<file path="config.mk">
export PLATFORM = sky130hd
export DESIGN_NAME = sd_blk_reader
export DESIGN_NICKNAME = d
export VERILOG_FILES = /design/src/rtl/sd_blk_reader.sv
export SDC_FILE = /design/constraint.sdc
export NUM_CORES = 1
export LEC_CHECK = 0
export CORE_MARGIN = 3
export CORE_UTILIZATION = 35
export CTS_CLUSTER_SIZE = 25
export DETAILED_ROUTE_END_ITERATION = 8
export GPL_TIMING_DRIVEN = 0
export SLEW_MARGIN = 20
export SYNTH_ARGS = -nofsm -noshare
export SYNTH_HDL_FRONTEND = slang
export SYNTH_SLANG_ARGS = --single-unit
</file>
<file path="constraint.sdc">
create_clock -name clk -period 3.7 [get_ports clk]
set_clock_uncertainty 0.2 [all_clocks]
set_input_delay 0.37 -clock clk [delete_from_list [all_inputs] [get_ports clk]]
set_output_delay 0.37 -clock clk [all_outputs]
set_load 0.05 [all_outputs]
</file>
<file path="src/rtl/sd_blk_reader.sv">
// CMD17 single-sector reader: drives the SPI master's CPU register port
// ($1 data, $2 control) and streams the 512 data bytes into a sector buffer.
module sd_blk_reader #(
    parameter int R1_LIMIT    = 255,
    parameter int TOKEN_LIMIT = 4095,
    parameter int GUARD       = 8
) (
    input  logic        clk,
    input  logic        rst,
    input  logic        go,
    input  logic [31:0] lba,
    output logic        busy,
    output logic        done,
    output logic        err,
    output logic [1:0]  err_code,
    output logic [7:0]  r1,
    output logic        spi_cs,
    output logic        spi_rw,
    output logic [2:0]  spi_ad,
    output logic [7:0]  spi_wdata,
    input  logic [7:0]  spi_rdata,
    output logic        buf_we,
    output logic [8:0]  buf_addr,
    output logic [7:0]  buf_wdata
);

    typedef enum logic [3:0] {
        S_IDLE, S_SEL, S_CMD, S_R1, S_TOKEN, S_DATA, S_CRC, S_TAIL, S_DESEL, S_FIN
    } state_t;

    // Sub-steps of one byte transfer; SEL reuses PH_WR/PH_GAP for its write.
    typedef enum logic [2:0] {
        PH_WR, PH_GAP, PH_POLL, PH_PWAIT, PH_RD, PH_RWAIT
    } phase_t;

    localparam int CNT_TOP0 = (TOKEN_LIMIT > 512) ? TOKEN_LIMIT : 512;
    localparam int CNT_TOP  = (R1_LIMIT > CNT_TOP0) ? R1_LIMIT : CNT_TOP0;
    localparam int CW       = $clog2(CNT_TOP + 1);
    localparam int GW       = $clog2(GUARD + 1);

    localparam logic [CW-1:0] CMD_LAST   = CW'(5);
    localparam logic [CW-1:0] R1_LAST    = CW'(R1_LIMIT - 1);
    localparam logic [CW-1:0] TOKEN_LAST = CW'(TOKEN_LIMIT - 1);
    localparam logic [CW-1:0] DATA_LAST  = CW'(511);
    localparam logic [CW-1:0] CRC_LAST   = CW'(1);
    localparam logic [GW-1:0] GUARD_MAX  = GW'(GUARD);

    localparam logic [2:0] AD_DATA    = 3'd1;
    localparam logic [2:0] AD_CTRL    = 3'd2;
    localparam logic [7:0] CTRL_SEL   = 8'h20;
    localparam logic [7:0] CTRL_DESEL = 8'h21;

    localparam logic [1:0] E_R1_TO  = 2'd1;
    localparam logic [1:0] E_BAD    = 2'd2;
    localparam logic [1:0] E_TOK_TO = 2'd3;

    state_t          r_state, w_state;
    phase_t          r_phase, w_phase;
    logic [CW-1:0]   r_cnt, w_cnt;
    logic [GW-1:0]   r_guard, w_guard;
    logic            r_seen0, w_seen0;
    logic [31:0]     r_lba, w_lba;
    logic            r_err, w_err;
    logic [1:0]      r_err_code, w_err_code;
    logic [7:0]      r_r1, w_r1;
    logic [7:0]      w_tx;
    logic [CW-1:0]   w_cnt_inc;

    assign w_cnt_inc = (&r_cnt) ? r_cnt : r_cnt + 1'b1;

    always_ff @(posedge clk) begin
        // NOTE: sequential state uses non-blocking assignments so every register samples pre-edge values.
        if (rst) begin
            r_state    <= S_IDLE;
            r_phase    <= PH_WR;
            r_cnt      <= '0;
            r_guard    <= '0;
            r_seen0    <= 1'b0;
            r_lba      <= '0;
            r_err      <= 1'b0;
            r_err_code <= 2'd0;
            r_r1       <= 8'hFF;
        end else begin
            r_state    <= w_state;
            r_phase    <= w_phase;
            r_cnt      <= w_cnt;
            r_guard    <= w_guard;
            r_seen0    <= w_seen0;
            r_lba      <= w_lba;
            r_err      <= w_err;
            r_err_code <= w_err_code;
            r_r1       <= w_r1;
        end
    end

    always_comb begin
        w_tx = 8'hFF;
        if (r_state == S_CMD) begin
            case (r_cnt[2:0])
                3'd0:    w_tx = 8'h51;
                3'd1:    w_tx = r_lba[31:24];
                3'd2:    w_tx = r_lba[23:16];
                3'd3:    w_tx = r_lba[15:8];
                3'd4:    w_tx = r_lba[7:0];
                3'd5:    w_tx = 8'h95;
                default: w_tx = 8'hFF;
            endcase
        end
    end

    always_comb begin
        // NOTE: every output and next-state value gets a default first, so no path can infer a latch.
        w_state    = r_state;
        w_phase    = r_phase;
        w_cnt      = r_cnt;
        w_guard    = r_guard;
        w_seen0    = r_seen0;
        w_lba      = r_lba;
        w_err      = r_err;
        w_err_code = r_err_code;
        w_r1       = r_r1;
        spi_cs     = 1'b0;
        spi_rw     = 1'b1;
        spi_ad     = 3'd0;
        spi_wdata  = 8'hFF;
        buf_we     = 1'b0;
        buf_wdata  = 8'h00;

        case (r_state)
            S_IDLE: begin
                if (go) begin
                    w_state    = S_SEL;
                    w_phase    = PH_WR;
                    w_cnt      = '0;
                    w_lba      = lba;
                    w_err      = 1'b0;
                    w_err_code = 2'd0;
                    w_r1       = 8'hFF;
                end
            end
            S_SEL: begin
                if (r_phase == PH_WR) begin
                    spi_cs    = 1'b1;
                    spi_rw    = 1'b0;
                    spi_ad    = AD_CTRL;
                    spi_wdata = CTRL_SEL;
                    w_phase   = PH_GAP;
                end else begin
                    w_state = S_CMD;
                    w_phase = PH_WR;
                    w_cnt   = '0;
                end
            end
            S_DESEL: begin
                spi_cs    = 1'b1;
                spi_rw    = 1'b0;
                spi_ad    = AD_CTRL;
                spi_wdata = CTRL_DESEL;
                w_state   = S_FIN;
            end
            S_FIN: begin
                w_state = S_IDLE;
            end
            default: begin
                case (r_phase)
                    PH_WR: begin
                        spi_cs    = 1'b1;
                        spi_rw    = 1'b0;
                        spi_ad    = AD_DATA;
                        spi_wdata = w_tx;
                        w_guard   = '0;
                        w_seen0   = 1'b0;
                        w_phase   = PH_GAP;
                    end
                    PH_GAP: w_phase = PH_POLL;
                    PH_POLL: begin
                        spi_cs  = 1'b1;
                        spi_ad  = AD_CTRL;
                        w_guard = (r_guard == GUARD_MAX) ? r_guard : r_guard + 1'b1;
                        w_phase = PH_PWAIT;
                    end
                    PH_PWAIT: begin
                        // RDY must fall then rise; a transfer that never shows RDY=0 is taken as finished.
                        if (r_seen0) begin
                            w_phase = spi_rdata[7] ? PH_RD : PH_POLL;
                        end else if (!spi_rdata[7]) begin
                            w_seen0 = 1'b1;
                            w_phase = PH_POLL;
                        end else begin
                            w_phase = (r_guard >= GUARD_MAX) ? PH_RD : PH_POLL;
                        end
                    end
                    PH_RD: begin
                        spi_cs  = 1'b1;
                        spi_ad  = AD_DATA;
                        w_phase = PH_RWAIT;
                    end
                    default: w_phase = PH_WR;
                endcase

                if (r_phase == PH_RWAIT) begin
                    w_cnt = w_cnt_inc;
                    case (r_state)
                        S_CMD: begin
                            if (r_cnt == CMD_LAST) begin
                                w_state = S_R1;
                                w_cnt   = '0;
                            end
                        end
                        S_R1: begin
                            if (!spi_rdata[7]) begin
                                w_r1  = spi_rdata;
                                w_cnt = '0;
                                if (spi_rdata == 8'h00) begin
                                    w_state = S_TOKEN;
                                end else begin
                                    w_err      = 1'b1;
                                    w_err_code = E_BAD;
                                    w_state    = S_TAIL;
                                end
                            end else if (r_cnt == R1_LAST) begin
                                w_err      = 1'b1;
                                w_err_code = E_R1_TO;
                                w_state    = S_TAIL;
                                w_cnt      = '0;
                            end
                        end
                        S_TOKEN: begin
                            if (spi_rdata == 8'hFE) begin
                                w_state = S_DATA;
                                w_cnt   = '0;
                            end else if (spi_rdata != 8'hFF) begin
                                w_err      = 1'b1;
                                w_err_code = E_BAD;
                                w_state    = S_TAIL;
                                w_cnt      = '0;
                            end else if (r_cnt == TOKEN_LAST) begin
                                w_err      = 1'b1;
                                w_err_code = E_TOK_TO;
                                w_state    = S_TAIL;
                                w_cnt      = '0;
                            end
                        end
                        S_DATA: begin
                            buf_we    = 1'b1;
                            buf_wdata = spi_rdata;
                            if (r_cnt == DATA_LAST) begin
                                w_state = S_CRC;
                                w_cnt   = '0;
                            end
                        end
                        S_CRC: begin
                            if (r_cnt == CRC_LAST) begin
                                w_state = S_TAIL;
                                w_cnt   = '0;
                            end
                        end
                        default: begin
                            w_state = S_DESEL;
                            w_cnt   = '0;
                        end
                    endcase
                end
            end
        endcase
    end

    assign busy     = (r_state != S_IDLE) && (r_state != S_FIN);
    assign done     = (r_state == S_FIN);
    assign err      = r_err;
    assign err_code = r_err_code;
    assign r1       = r_r1;
    assign buf_addr = (r_state == S_DATA) ? r_cnt[8:0] : 9'd0;

endmodule
</file>
======== Word level (Yosys, flattened, before mapping) ========
Cells that the tools add are included.
word-level totals
  bits in registers ....................... 67
  bits in latches ......................... 0
  bits in writable memories ............... 0
  memory bits (read-only) ................. 0
  output and inout port bits .............. 44
  logic and storage cells ................. 169
  memories ................................ 0
operators by class
  $add $sub $neg .......................... 2
  $mul .................................... 0
  div/mod/pow operators ................... 0
  magnitude comparators ................... 1
  equality and inequality tests ........... 40
  shifts and indexed selects .............. 0
  muxes and demuxes ....................... 86
  bitwise logic cells ..................... 3
  reduce and logical (&&, ||, !) cells .... 28
operators by type and width
  cell                                            number
  2-to-1 mux 12 bit                               12
  2-to-1 mux 8 bit                                10
  one-hot mux 12 bit (5 select lines)             1
  2-to-1 mux 4 bit                                12
  one-hot mux 8 bit (6 select lines)              1
  one-hot mux 12 bit (3 select lines)             1
  one-hot mux 8 bit (3 select lines)              1
  2-to-1 mux 2 bit                                10
  one-hot mux 4 bit (5 select lines)              1
  2-to-1 mux 1 bit                                17
  inequality test 4 bit, second input constant    4
  inequality test 8 bit, second input constant    2
  one-hot mux 4 bit (4 select lines)              1
  one-hot mux 8 bit (2 select lines)              1
  AND reduction 8 bit                             2
  2-to-1 mux 3 bit                                5
  one-hot mux 3 bit (5 select lines)              1
  adder 12 x 1 -> 12 bit, second input constant   1
  == test 12 x 1 -> 1 bit, second input constant  1
  == test 12 bit, second input constant           1
  == test 12 x 3 -> 1 bit, second input constant  1
  == test 12 x 8 -> 1 bit, second input constant  1
  == test 12 x 9 -> 1 bit, second input constant  1
  == test 3 x 2 -> 1 bit, second input constant   4
  39 further kinds                                68

======== Longest topological paths before layout ========
  depth after elaboration ................. 8
  depth in mapped cells ................... 8
  gate-level depth less buffers ........... 7

======== Worst setup path before layout ========
Ideal clock, no wire load.
  kind .................................... reg2out
  start point ............................. reg r_cnt[0]
  end point ............................... out spi_wdata[2]
  arrival time ............................ 2270 ps
  data required time ...................... 3130 ps
  slack ................................... 860 ps
  cell stages (with the launch flop) ...... 8
  path buffers ............................ 1
  cells stage by stage .................... dfxtp_1 -> inv_1 -> ha_1 -> clkbuf_1 -> a21oi_1 -> a21oi_1 -> a211oi_1 -> o21ai_0
on the way
  cells in the longest elaborated chain, start to end .. 5
RTL lines
  what                                   line  text
  from (decl)                            59    logic [CW-1:0] r_cnt, w_cnt;
  from (signal assigned)                 86    r_cnt <= w_cnt;
  == test 3 bit (tied with other cells)  99    case (r_cnt[2:0])
  one-hot mux 8 bit (6 select lines) *   99
  2-to-1 mux 8 bit *                     98    if (r_state == S_CMD) begin
  2-to-1 mux 8 bit *                     165   case (r_phase)
  one-hot mux 8 bit (3 select lines) *   129   case (r_state)
  to (decl)                              20    output logic [7:0] spi_wdata,
Every way passes the cells marked *; elsewhere a longest branch is shown, timed or not.

======== Final worst setup path ========
  start point ............................. reg r_phase[2]
  end point ............................... out spi_wdata[5]
on the way
  cells in the longest elaborated chain, start to end .. 3
RTL lines
  what                                line  text
  from (decl)                         58    phase_t r_phase, w_phase;
  from (signal assigned)              85    r_phase <= w_phase;
  logical NOT 3 bit                   165
  2-to-1 mux 8 bit                    165
  one-hot mux 8 bit (3 select lines)  129
Every way passes these cells.

==> key figures <==
Route
  – Routed len/inst: 15.6 um
  – Routed wire length: 11,300 um
  – Vias per cell: 5.31
  – TritonRoute pass-1 iters: 4
  – DR vias: 3,851
  – Iteration-0 DRC Markers: 262
  – Routed Antenna Nets: 0
  – DR DRC count: 0

Timing
  – Post-route clock period utilization: 0.954
  – Worst slew pin tran: 0.915 ns
  – Worst hold slack: 0.251 ns
  – Final setup vio count: 0
  – Max-slew headroom: 0.386
  – RSZ-0062 raised after global routing: no
  – Setup_tns: 0 ns
  – Fin. Hold Viols: 0
  – Fin crit period: 3.53 ns
  – Fin. max-slew vios: 0
  – Highest Clock Rate: 283 MHz

Clock network
  – Clock Sinks: 67
  – Clock Path Buffers: 2
  – H-tree levels: 3
  – Clock transition at the registers of the reported paths: 0.08 ns
  – Postcts setup bufs: 0
  – CTS Root Cell: clkbuf_8
  – Latest clock arrival within the worst-skew pair: 0.35 ns
  – Inserted Clock Buffers: 9
  – CTS tree: done

Die
  – Floorplan row count: 36
  – DIE WIDTH: 108 um
  – Initial Utilization: 0.367
  – Die Y-Extent: 108 um
  – Area of the core: 10000 um2
  – Die Area: 11,800 um2
  – I/O pin count: 87

Placed design
  – PortBufs: 84
  – Cells after DPL: 709
  – GPL Wtd Cong: 0.852
  – Dpl hpwl: 8460 um

Global routing
  – Initial antenna violation count: 0
  – Largest net degree at the start of global routing: 13
  – GR Overflow Total: 0
  – All-Layer GR Usage: 0.197
  – Number of global-route vias before repair: 3,717
  – First-pass GRT wire length: 18,300 um

Power and ir drop
  – Reg power frac: 0.315
  – VDD IR-drop max: 632 uV
  – Pwr/cell area: 562 nW/um2
  – Internal Power: 1.60 mW
  – Sw Ratio: 0.424
  – Net Sw Power: 1.18 mW
  – Gate power share: 0.432
  – Clock power share: 0.253
  – Leak Pwr: 1.78 nW

Run
  – Max-Cap Viols: 0

Cells and area
  – Area growth syn-to-layout: 34.6%
  – Final cell count without fillers: 725
  – Final nets: 637
  – Layout cell share with drive strength beyond 1: 0.0524
  – Ant diodes: 0

Setup path
  – Max stage delay on crit path: 0.71 ns
  – Worst setup SP type: flip-flop
  – CP required: 3.13 ns
  – Critical path type: flip-flop to output port
  – Worst reg2reg path depth: 7
  – CP bufs+invs: 2
  – Max stage delay cell, worst path: clkdlybuf4s50_1
  – CP Cell Sequence: clkbuf_1 > or3_1 > a2111o_1 > a2111o_1 > clkdlybuf4s50_1
  – CP Depth: 5
  – CP max FO: 10
  – Critical Path End Type: output port
  – Data arrival time of the worst path: 2.96 ns
  – Critical path's top delay family: compound AO/OA/AOI/OAI gates
  – CP most frequent cell: a2111o_1

Logic synthesis
  – Post-Synth XOR/XNOR Area: 0.0119
  – Post-synthesis simple-gate area fraction: 0.303
  – Number of library cell types mapped by synthesis: 59
  – Synthesized flop and latch total: 67
  – Asr flop ratio synth: 0
  – Largest family of logic cells by synthesized area: simple AND/OR/NAND/NOR gates
  – Sequential-to-total area share from yosys stat: 0.365
  – Most used DFF post-synth: dfxtp_1
  – Gate Count Post-Synth: 492
  – Synth Area in Compound Gates: 0.221
  – Post-Synth Adder-Cell Area: 0.0239
  – Netlist Area Pre-Place: 3670 um2
  – Mux share of post-synthesis cell area: 0.0245
  – Synthesized Nets: 542
  – Ys Warns: 0
  – Post-synth EDFFs: 0
  – Syn Area/Cell: 7.46 um2

Min path
  – Hold Path Stages: 2
  – Worst hold path type: flip-flop to flip-flop

Status
  – Status: complete, no violations
## per-stage QoR
step                power (mW)  utilization  area (um2)  setup WS [ns]
CTS                       2.80        0.492        4920         0.0236
global placement          2.09        0.468        4680          0.159
detailed placement        2.11        0.469        4690          0.189
floorplan                 1.70            -        3670          0.860
finish                    2.78        0.494        4940          0.172
global route              2.94        0.494        4940        0.00611
## cell type report
type	count	area, um2
buffer	36	144
clock inverter	6	88.8
multi-input combinational	379	2180
timing repair buffer	84	850
inverter	10	37.5
sequential	67	1340
tap	133	166
fill	1042	5060
clock buffer	10	138
## layer usage
| metal | global-route usage | up-vias | routed length [um] |
|---|---|---|---|
| li1 | - | 1946 | - |
| met1 | 0.252 | 1750 | 5020 |
| met2 | 0.328 | 132 | 5330 |
| met3 | 0.0382 | 23 | 714 |
| met4 | 0.0748 | 0 | 231 |
| met5 | 0 | - | 0 |
## worst register-to-register path, delay by kind of cell (launching register included)
family	cells	cell delay, ns
AND/OR/NAND/NOR	3	1.06
adder cells (fa/ha/maj)	1	0.36
buffers and inverters	1	0.14
AO/OA/AOI/OAI	2	0.72
flip-flops	1	0.38
## synth_stat cells, types with 4 or more instances
cell type	number	area, um2
nand2_1	96	360
dfxtp_1	67	1340
a21oi_1	61	305
nor2_1	33	124
clkbuf_1	32	120
o21ai_0	22	110
and2_1	15	93.8
nand3_1	15	75.1
inv_1	10	37.5
nor3_1	10	50.1
nor4_1	10	62.6
mux2i_1	9	90.1
a211oi_1	7	52.6
ha_1	7	87.6
nand2b_1	7	43.8
nand4_1	5	31.3
o22ai_1	5	31.3
or4_1	5	37.5
a22oi_1	4	30.0
and3_1	4	25.0
or3_1	4	25.0
## repair_timing
item                       4_1_cts  5_1_grt
setup endpoints to repair        3       14
hold buffers                     0        0
hold endpoints to repair         0        0
gates resized for setup          3       12
## power by group through the flow
stage / clock network [mW] / logic, mW / registers [mW]
floorplan: 0 / 0.779 / 0.920
global placement: 0 / 1.20 / 0.889
detailed placement: 0 / 1.22 / 0.892
CTS: 0.713 / 1.21 / 0.877
global route: 0.745 / 1.30 / 0.888
finish: 0.702 / 1.20 / 0.876
## kinds of logic (layout without fill, tap and decap cells)
logic type      count (synthesis)  count (layout)
xor+xnor                        5               5
buf+inv                        46             146
flops                          67              67
other cells                     1               1
mux                             9               9
compound gates                132             132
simple gates                  225             225
fa+ha+maj                       7               7
## flip-flops by register name (all words and copies together), names as in the netlist, 2 cells and up
name	count
err_code	2
r1	8
r_cnt	12
r_guard	4
r_lba	32
r_phase	3
r_state	4
## cells in the final DEF (no fill, tap or decap), drive strengths merged, types with 5 or more instances in the layout
cell / netlist / layout
a211oi: 7 / 7
a21oi: 61 / 61
and2: 15 / 15
clkbuf: 32 / 42
clkdlybuf4s50: 0 / 76
dfxtp: 67 / 67
dlymetal6s2s: 0 / 5
ha: 7 / 7
inv: 10 / 10
mux2i: 9 / 9
nand2: 96 / 96
nand2b: 7 / 7
nand3: 15 / 15
nand4: 6 / 6
nor2: 33 / 33
nor3: 10 / 10
nor4: 10 / 10
o21ai: 24 / 24
o22ai: 5 / 5
or4: 5 / 5
## final timing paths
path,to,slack (ns),startpoint
max reg2reg,r_state[2],0.73,r_cnt[0]
min,r1[7],0.25,r1[7]
min reg2reg,r1[7],0.25,r1[7]
max,spi_wdata[5],0.17,r_phase[2]
Note: power is estimated with default switching activity, not from simulation.
